## config.mk

```make
export PLATFORM = sky130hd
export DESIGN_NAME = hls_activity_monitor_flat
export DESIGN_NICKNAME = d
export VERILOG_FILES = /design/src/rtl/hls_activity_monitor_pkg.sv /design/src/rtl/hls_activity_monitor_if.sv /design/src/rtl/hls_activity_monitor_channel.sv /design/src/rtl/hls_activity_monitor.sv /design/src/flat_wrapper.sv
export SDC_FILE = /design/constraint.sdc
export NUM_CORES = 2
export LEC_CHECK = 0
export ABC_AREA = 1
export CORE_ASPECT_RATIO = 0.9
export CORE_MARGIN = 5
export CORE_UTILIZATION = 40
export DETAILED_ROUTE_END_ITERATION = 8
export PLACE_DENSITY_LB_ADDON = 0.1
export SYNTH_ARGS = -nofsm -noshare
export SYNTH_HDL_FRONTEND = slang
export SYNTH_HIERARCHICAL = 1
export SYNTH_SLANG_ARGS = --single-unit
```

## constraint.sdc

```tcl
create_clock -name clock -period 2.5 [get_ports clock]
set_clock_uncertainty 0.2 [all_clocks]
set_input_delay 0.5 -clock clock [delete_from_list [all_inputs] [get_ports clock]]
set_output_delay 0.5 -clock clock [all_outputs]
set_load 0.01 [all_outputs]
```

## src/rtl/hls_activity_monitor_pkg.sv

```systemverilog
// Shared types, register indices and saturating increment for the activity monitor.
// The optional ACTMON_MINMAX_EN build adds min/max latency tracking.
package actmon_pkg;

  typedef enum logic [1:0] {
    IDLE      = 2'd0,
    BUSY      = 2'd1,
    DONE_WAIT = 2'd2
  } state_e;

  localparam logic [2:0] REG_INV    = 3'd0;
  localparam logic [2:0] REG_BUSY   = 3'd1;
  localparam logic [2:0] REG_STALL  = 3'd2;
  localparam logic [2:0] REG_ITER   = 3'd3;
  localparam logic [2:0] REG_LAST   = 3'd4;
  localparam logic [2:0] REG_MIN    = 3'd5;
  localparam logic [2:0] REG_MAX    = 3'd6;
  localparam logic [2:0] REG_STATUS = 3'd7;

  function automatic logic [63:0] sat_inc(
    input logic [63:0] v,
    input logic [63:0] m
  );
    return (v >= m) ? m : v + 64'd1;
  endfunction

endpackage

```

## src/rtl/hls_activity_monitor_if.sv

```systemverilog
// ap_ctrl handshake bundle for NUM_CH monitored HLS blocks.
// master drives the handshake, slave is the monitor.
interface hls_activity_monitor_if #(
  parameter int NUM_CH = 5
);
  logic [NUM_CH-1:0] ap_start;
  logic [NUM_CH-1:0] ap_ready;
  logic [NUM_CH-1:0] ap_done;
  logic [NUM_CH-1:0] ap_continue;
  logic [NUM_CH-1:0] iter_end;

  modport master (
    output ap_start, ap_ready, ap_done,
    output ap_continue, iter_end
  );

  modport slave (
    input ap_start, ap_ready, ap_done,
    input ap_continue, iter_end
  );
endinterface

```

## src/rtl/hls_activity_monitor_channel.sv

```systemverilog
// One channel: ap_ctrl FSM, latency counter and saturating statistics.
// min/max latency registers exist only when ACTMON_MINMAX_EN is defined.
module actmon_channel
  import actmon_pkg::*;
#(
  parameter int CNT_W = 32
) (
  input  logic             clk_i,
  input  logic             rst_ni,
  input  logic             en_i,
  input  logic             clr_i,
  input  logic             start_i,
  input  logic             ready_i,
  input  logic             done_i,
  input  logic             cont_i,
  input  logic             iter_i,
  input  logic [2:0]       rd_reg_i,
  output logic [CNT_W-1:0] rd_data_o,
  output logic             ovf_o
);

  typedef logic [CNT_W-1:0] cnt_t;
  localparam cnt_t MAXV = '1;
  localparam cnt_t ONE  = cnt_t'(1);

  function automatic cnt_t inc(input cnt_t v);
    return cnt_t'(sat_inc(64'(v), 64'(MAXV)));
  endfunction

  state_e state_q, state_d;
  cnt_t   lat_q, lat_d, lat_cur, lat_com;
  cnt_t   inv_q, inv_d, busy_q, busy_d;
  cnt_t   stall_q, stall_d, iter_q, iter_d;
  cnt_t   last_q, last_d, min_rd, max_rd;
  logic   ovf_q, ovf_d, seen_q, seen_d;
  logic   acc, commit, busy_inc, stall_inc, hit;

  always_comb begin
    state_d = state_q;
    lat_d   = lat_q;
    acc     = 1'b0;
    commit  = 1'b0;
    lat_cur = inc(lat_q);
    lat_com = lat_cur;
    unique case (state_q)
      IDLE: if (start_i) begin
        acc     = 1'b1;
        lat_d   = ONE;
        lat_com = ONE;
        state_d = BUSY;
        if (done_i) begin
          commit  = 1'b1;
          state_d = cont_i ? IDLE : DONE_WAIT;
        end
      end
      BUSY: begin
        lat_d = lat_cur;
        if (done_i) begin
          commit = 1'b1;
          if (!cont_i) begin
            state_d = DONE_WAIT;
          end else if (start_i) begin
            acc   = 1'b1;
            lat_d = ONE;
          end else begin
            state_d = IDLE;
          end
        end
      end
      DONE_WAIT: if (cont_i) state_d = IDLE;
      default: state_d = IDLE;
    endcase
  end

  // The start-accept cycle already belongs to the invocation.
  assign busy_inc  = (state_q == BUSY) |
                     ((state_q == IDLE) & start_i);
  assign stall_inc = (state_q == DONE_WAIT);
  assign hit = (acc & (inv_q == MAXV)) |
               (busy_inc & (busy_q == MAXV)) |
               (stall_inc & (stall_q == MAXV)) |
               (iter_i & (iter_q == MAXV));

  always_comb begin
    inv_d   = inv_q;
    busy_d  = busy_q;
    stall_d = stall_q;
    iter_d  = iter_q;
    last_d  = last_q;
    ovf_d   = ovf_q;
    seen_d  = seen_q | ready_i;
    if (clr_i) begin
      inv_d   = '0;
      busy_d  = '0;
      stall_d = '0;
      iter_d  = '0;
      last_d  = '0;
      ovf_d   = 1'b0;
    end else if (en_i) begin
      if (acc)       inv_d   = inc(inv_q);
      if (busy_inc)  busy_d  = inc(busy_q);
      if (stall_inc) stall_d = inc(stall_q);
      if (iter_i)    iter_d  = inc(iter_q);
      if (commit)    last_d  = lat_com;
      ovf_d = ovf_q | hit;
    end
  end

  always_ff @(posedge clk_i) begin
    if (!rst_ni) begin
      state_q <= IDLE;
      lat_q   <= '0;
      inv_q   <= '0;
      busy_q  <= '0;
      stall_q <= '0;
      iter_q  <= '0;
      last_q  <= '0;
      ovf_q   <= 1'b0;
      seen_q  <= 1'b0;
    end else begin
      state_q <= state_d;
      lat_q   <= lat_d;
      inv_q   <= inv_d;
      busy_q  <= busy_d;
      stall_q <= stall_d;
      iter_q  <= iter_d;
      last_q  <= last_d;
      ovf_q   <= ovf_d;
      seen_q  <= seen_d;
    end
  end

`ifdef ACTMON_MINMAX_EN
  cnt_t min_q, min_d, max_q, max_d;

  always_comb begin
    min_d = min_q;
    max_d = max_q;
    if (clr_i) begin
      min_d = '1;
      max_d = '0;
    end else if (en_i && commit) begin
      if (lat_com < min_q) min_d = lat_com;
      if (lat_com > max_q) max_d = lat_com;
    end
  end

  always_ff @(posedge clk_i) begin
    if (!rst_ni) begin
      min_q <= '1;
      max_q <= '0;
    end else begin
      min_q <= min_d;
      max_q <= max_d;
    end
  end

  assign min_rd = min_q;
  assign max_rd = max_q;
`else
  assign min_rd = '0;
  assign max_rd = '0;
`endif

  always_comb begin
    rd_data_o = '0;
    unique case (rd_reg_i)
      REG_INV:    rd_data_o = inv_q;
      REG_BUSY:   rd_data_o = busy_q;
      REG_STALL:  rd_data_o = stall_q;
      REG_ITER:   rd_data_o = iter_q;
      REG_LAST:   rd_data_o = last_q;
      REG_MIN:    rd_data_o = min_rd;
      REG_MAX:    rd_data_o = max_rd;
      REG_STATUS: rd_data_o = cnt_t'({seen_q, ovf_q, state_q});
      default:    rd_data_o = '0;
    endcase
  end

  assign ovf_o = ovf_q;

endmodule

```

## src/rtl/hls_activity_monitor.sv

```systemverilog
// Per-channel ap_ctrl activity monitor with a registered read port.
// Define ACTMON_MINMAX_EN to track min/max latency (regs 5/6).
module hls_activity_monitor
  import actmon_pkg::*;
#(
  parameter  int NUM_CH = 5,
  parameter  int CNT_W  = 32,
  localparam int CH_W   = (NUM_CH > 1) ? $clog2(NUM_CH) : 1
) (
  input  logic                   clock,
  input  logic                   reset,
  input  logic                   en,
  input  logic                   clr,
  hls_activity_monitor_if.slave  ap,
  input  logic [CH_W-1:0]        rd_ch,
  input  logic [2:0]             rd_reg,
  output logic [CNT_W-1:0]       rd_data,
  output logic [NUM_CH-1:0]      ovf
);

  localparam int SLOTS = 2 ** CH_W;

  logic [CNT_W-1:0] ch_data [SLOTS];
  logic [CNT_W-1:0] rd_data_q;

  for (genvar i = 0; i < NUM_CH; i++) begin : g_ch
    actmon_channel #(.CNT_W(CNT_W)) u_ch (
      .clk_i     (clock),
      .rst_ni    (reset),
      .en_i      (en),
      .clr_i     (clr),
      .start_i   (ap.ap_start[i]),
      .ready_i   (ap.ap_ready[i]),
      .done_i    (ap.ap_done[i]),
      .cont_i    (ap.ap_continue[i]),
      .iter_i    (ap.iter_end[i]),
      .rd_reg_i  (rd_reg),
      .rd_data_o (ch_data[i]),
      .ovf_o     (ovf[i])
    );
  end

  // Unpopulated select codes read as zero.
  for (genvar i = NUM_CH; i < SLOTS; i++) begin : g_pad
    assign ch_data[i] = '0;
  end

  always_ff @(posedge clock) begin
    if (!reset) rd_data_q <= '0;
    else        rd_data_q <= ch_data[rd_ch];
  end

  assign rd_data = rd_data_q;

endmodule
```

## src/flat_wrapper.sv

```systemverilog
// flat-port wrapper written by rule: the top's interface ports become plain ports
module hls_activity_monitor_flat import actmon_pkg::*;
#(
  parameter  int NUM_CH = 5,
  parameter  int CNT_W  = 32,
  localparam int CH_W   = (NUM_CH > 1) ? $clog2(NUM_CH) : 1
)
  (clock, reset, en, clr, rd_ch, rd_reg, rd_data, ovf, ap_ap_start, ap_ap_ready, ap_ap_done, ap_ap_continue, ap_iter_end);
  hls_activity_monitor_if #(.NUM_CH(NUM_CH)) ap_i ();
  input  logic clock;
  input  logic reset;
  input  logic en;
  input  logic clr;
  input  logic [CH_W-1:0] rd_ch;
  input  logic [2:0] rd_reg;
  output logic [CNT_W-1:0] rd_data;
  output logic [NUM_CH-1:0] ovf;
  input wire logic [$bits(ap_i.ap_start)-1:0] ap_ap_start;
  input wire logic [$bits(ap_i.ap_ready)-1:0] ap_ap_ready;
  input wire logic [$bits(ap_i.ap_done)-1:0] ap_ap_done;
  input wire logic [$bits(ap_i.ap_continue)-1:0] ap_ap_continue;
  input wire logic [$bits(ap_i.iter_end)-1:0] ap_iter_end;
  assign ap_i.ap_start = ap_ap_start;
  assign ap_i.ap_ready = ap_ap_ready;
  assign ap_i.ap_done = ap_ap_done;
  assign ap_i.ap_continue = ap_ap_continue;
  assign ap_i.iter_end = ap_iter_end;
  hls_activity_monitor #(.NUM_CH(NUM_CH), .CNT_W(CNT_W)) u_core (.clock(clock), .reset(reset), .en(en), .clr(clr), .ap(ap_i), .rd_ch(rd_ch), .rd_reg(rd_reg), .rd_data(rd_data), .ovf(ovf));
endmodule
```

Word-level counts from Yosys, hierarchy flattened
Cells that the tools add are included.

operators by class
  eq/ne operators = 57
  multiply operators = 0
  bitwise operators = 57
  div/mod/pow operators = 0
  reduce and logical (&&, ||, !) cells = 48
  mux-type cells = 138
  $add $sub $neg = 25
  shift-type cells = 0
  $lt $le $gt $ge = 26

operators by type and width
  operator                 count
  $mux W32                 52
  $pmux W32 S7             5
  $add A32 B1 Y32 const B  25
  $ge A32 B32 Y1 const B   25
  $eq A32 B32 Y1 const B   20
  $pmux W32 S2             5
  $bmux W32 S3             1
  $mux W2                  35
  $reduce_and A2 Y1        30
  $ne A2 B2 Y1 const B     15
  $or A1 B1 Y1             30
  $pmux W2 S3              5
  $and A1 B1 Y1            25
  $mux W1                  25
  $pmux W1 S2              10
  $reduce_and A4 Y1        5
  $ne A3 B3 Y1 const B     5
  $eq A3 B3 Y1 const B     4
  $eq A2 B1 Y1 const B     5
  $eq A2 B2 Y1 const B     5
  $logic_not A2 Y1         5
  $reduce_bool A2 Y1       5
  $eq A3 B2 Y1 const B     2
  $ge A4 B4 Y1 const B     1
  5 further kinds          6

word-level totals
  memories kept = 0
  bits in registers = 1012
  latch bits = 0
  memory bits (read-only) = 0
  memory bits (writable) = 0

Logic depth before layout (Yosys ltp)
  depth after elaboration = 9
  mapped depth = 13
  depth with buffers taken out = 13

Hierarchy
The synthesis kept the hierarchy.

by module, submodules not included
  module                                     cells each  area an instance (µm²)  times used
  actmon_channel at u_core.g_ch[0].u_ch ...  1970        12263.0                 4
  actmon_channel at u_core.g_ch[4].u_ch      1934        11987.7                 1
  hls_activity_monitor                       421         2348.5                  1

Worst setup path before layout
OpenSTA, ideal clock, no wires.

  path kind = input -> register
  from = input rd_reg[2]
  to = register u_core.rd_data_q[12] (netlist: u_core/rd_data[12])
  data required time = 2.179 ns
  stages on the path = 10
  slack = 0.461 ns
  data arrival time = 1.717 ns
  path buffers = 1
  cells stage by stage = inv_1 nand3_1 clkinv_1 buf_2 a221oi_1 nand2_1 nand2_1 nand3_1 nand2_1 a21oi_2

RTL lines
  element               line                        RTL
  from (decl)           flat_wrapper.sv:15          input logic [2:0] rd_reg;
  to (signal assigned)  hls_activity_monitor.sv:50  else rd_data_q <= ch_data[rd_ch];
  to (decl)             hls_activity_monitor.sv:24  logic [CNT_W-1:0] rd_data_q;

==> metrics.md <==
| Metric | Value |
|---|---|
| Maximum vdd drop | 0.5485 mV |
| Synth Warn # | 6 |
| # IOs | approximately 70 |
| Syn nets | slightly above 10,000 |
| Initial drt markers | between 6,000 and 7,000 |
| RSZ-0062 raised after global routing | yes |
| Hold/Removal Path Class | in -> reg |
| Area occupied by multi-input gates | roughly 38,000 um2 |
| Worst Path Max Fanout | 11 |
| Status | finished, violations left |
| Hpwl dp | roughly 200 mm |
| Max Used Layer | met5 |
| TritonCTS clock tree | built |
| Setup TNS | -0.5106 ns |
| H-tree depth | 3 |
| Number of synthesized flops with an enable pin | 0 |
| FP Rows | 138 |
| CP Launch Type | primary input |
| Postcts setup bufs | 0 |
| Worst Path Required | a little under 3 ns |
| Asr flop ratio synth | 0% |
| Ys flop type | dfxtp_1 |
| Max_cap viols | 0 |
| N_diodes | 0 |
| Total power | between 0.03 and 0.04 W |
| Root buffer cell | clkbuf_16 |
| All-layer global routing usage | between 20 and 30% |
| Seq cells post-synth | a little over 1,000 |
| Most used cell, CP | nand2_1 |
| Syn avg cell area | a little over 6 um2 |
| First-pass GRT wire length | a little under 400 mm |
| Crit end category | flop |
| Number of CTS-inserted buffers | about 120 |
| Distinct cell type count after synthesis | 55 |
| Final Cycle Share | 103.7% |
| Slew Limit Fails | 0 |
| Total routed wirelength | between 200 and 300 mm |
| Critical path's slowest cell | clkdlybuf4s50_1 |
| Failing checks | negative setup slack |
| Metal3 WL | approximately 19 mm |
| Crit path arrival time | roughly 3.1 ns |
| Period minus WS final | 2.592 ns |
| Fillers | 16,730 |
| Largest stage delay, worst path | around 0.50 ns |
| Synthesized area | 63,390 um2 |
| Die Area | around 170,000 um2 |
| Placed Area | roughly 70,000 um2 |
| Core Box Area | around 160,000 um2 |
| Final instance area | around 75,000 um2 |
| Critical path type | in -> reg |
| F_max | approximately 0.39 GHz |
| Initial antenna violation count | 3 |
| GRT Residual Overflow | 0 |
| Setup violators final | 13 |
| Worst Tran Pin Value | around 0.7 ns |
| Pwr Density | approximately 500 nW/um2 |
| Slew HR | 52.91% |
| Drt wl/cell | about 20 um |
| Commonest non-fill, non-tap cell in the layout | nand2_1 |
| First-pass detailed-route iteration total | 6 |
| Clk sink count | between 1,000 and 1,500 |
| Most frequent cells in the layout | nand2_1, nor2_1, inv_1, dfxtp_1, nand3_1 |
| Initial Utilization | between 40% and 50% |
| Hold_ws | 0.08021 ns |
| Setup ws final | -0.09241 ns |
| Routed vias | around 70,000 |
| Vias in the first global route | slightly above 60,000 |
| Post-synthesis sequential area ratio | between 30% and 40% |
| Crit-path cells | clkdlybuf4s50_1 -> buf_12 -> buf_4 -> clkinvlp_4 -> nand3_1 -> inv_1 -> nand2_1 -> o21ai_0 -> a221oi_2 -> buf_4 -> nand2_1 -> nand2_1 -> nand3_1 -> nand2_1 -> a21oi_1 |
| Chip width | between 400 and 500 um |
| Final GP Congestion | 1.032 |
| Largest net degree at the start of global routing | between 60 and 70 |
| Critical path buffers and inverters | 6 |
| DRC violations left | 0 |
| Worst-path clk slew | about 0.060 ns |
| Met2 wire length | between 100 and 150 mm |
| Final hold vios | 0 |
| Cells after Synth | 10,240 |
| Via/cell ratio | approximately 5.3 |
| Met1 wire length | 117.3 mm |
| Register area | around 20,000 um2 |
| Synthesis-to-finish area growth | 18.13% |
| P_leak | ~29 nW |
| Critical path's top delay family | buffers and inverters |
| Post-layout nets | around 11,000 |
| Max clock buf depth | 3 |
| Share of layout cells above drive strength 1 | 11.52% |
| Post-DRT Antenna Nets | 0 |
| PortBufs | between 70 and 80 |
| Worst skew pair latency | 0.77 ns |
| Die Ht | just under 400 um |
cell usage after synthesis, types with 50 or more instances:
cell type / n / area, um2
a21oi_1: 692 / 3463
a21oi_2: 59 / 516.8
a221oi_1: 123 / 1077
a31oi_1: 53 / 331.6
buf_2: 83 / 415.4
clkbuf_1: 182 / 683.2
dfxtp_1: 1012 / 20260
inv_1: 993 / 3727
nand2_1: 3582 / 13450
nand2_2: 50 / 312.8
nand3_1: 773 / 3869
nand3b_1: 119 / 893.4
nand4_1: 144 / 900.9
nor2_1: 1140 / 4279
nor2_2: 81 / 506.7
nor3_1: 102 / 510.5
o21ai_0: 247 / 1236
o22ai_1: 85 / 531.8
xnor2_1: 119 / 1042
xor2_1: 203 / 1778
registers in the layout (all words and copies together), names as in the netlist:
register                  count
u_core/g_ch.u_ch/iter_q     160
u_core/rd_data               32
u_core/g_ch.u_ch/state_q     10
u_core/g_ch.u_ch/busy_q     160
u_core/g_ch.u_ch/last_q     160
u_core/g_ch.u_ch/seen_q       5
u_core/g_ch.u_ch/lat_q      160
u_core/g_ch.u_ch/stall_q    160
u_core/g_ch.u_ch/ovf_o        5
u_core/g_ch.u_ch/inv_q      160
metrics by stage:
stage,util (%),setup slack (ns),cells
finish,47.55,-0.09241,12880
global placement,44.73,-0.9390,12660
CTS,47.47,-0.002117,12880
detailed placement,44.73,-0.9686,12660
floorplan,-,0.4612,10240
global route,47.55,-0.1238,12880
cells by family after synthesis:
family	count (synthesis)	share of synthesized area (%)
DFF	1012	31.96
xor gates and xnor gates	322	4.449
AOI/OAI and AO/OA	1341	12.31
adders and majority gates	25	0.4935
and+or+nand+nor	6149	41.90
buffers and inverters	1386	8.882
worst min-delay path, cell delays in order:
cell,delay [ns]
clkdlybuf4s50_1,0.39
nor2_1,0.08
nor2_1,0.04
layout make-up:
class | count | area share [%]
multi-input combinational | 7837 | 50.37
sequential | 1012 | 27.15
timing repair buffer | 664 | 8.094
inverter | 1047 | 5.267
clock buffer | 150 | 4.411
tap | 2100 | 3.509
clock inverter | 69 | 1.200
routing by layer:
| metal | GRT usage (%) | up-vias |
|---|---|---|
| met1 | 41.75 | 31930 |
| li1 | - | 33910 |
| met3 | 4.754 | 438 |
| met2 | 44.59 | 2370 |
| met4 | 11.15 | 4 |
| met5 | 0 | - |
final timing paths:
check                                          to  cells after the start                           start  slack (ns)
setup / recovery                u_core/rd_data[7]                     15                       rd_reg[2]       -0.09
setup reg to reg  u_core/g_ch[0].u_ch/stall_q[22]                      8  u_core/g_ch[0].u_ch/state_q[1]        0.11
hold / removal         u_core/g_ch[3].u_ch/seen_q                      3                  ap_ap_ready[3]        0.08
hold reg to reg     u_core/g_ch[0].u_ch/last_q[8]                      2   u_core/g_ch[0].u_ch/last_q[8]        0.27
repair_timing:
action | in CTS | in global routing
pin swaps | 0 | 3
hold buffers | 2 | 0
resized for setup | 68 | 22
hold endpoints to repair | 4 | 0
setup endpoints to repair | 43 | 19
where the power goes:
part | switching, W | leakage, nW | total [W] | internal (W)
sequential | 0.000131 | 8.18 | 0.0163 | 0.0162
combinational | 0.00153 | 18.8 | 0.00229 | 0.000765
clock | 0.00777 | 2.05 | 0.0189 | 0.0111
(Power assumes the default switching activity.)
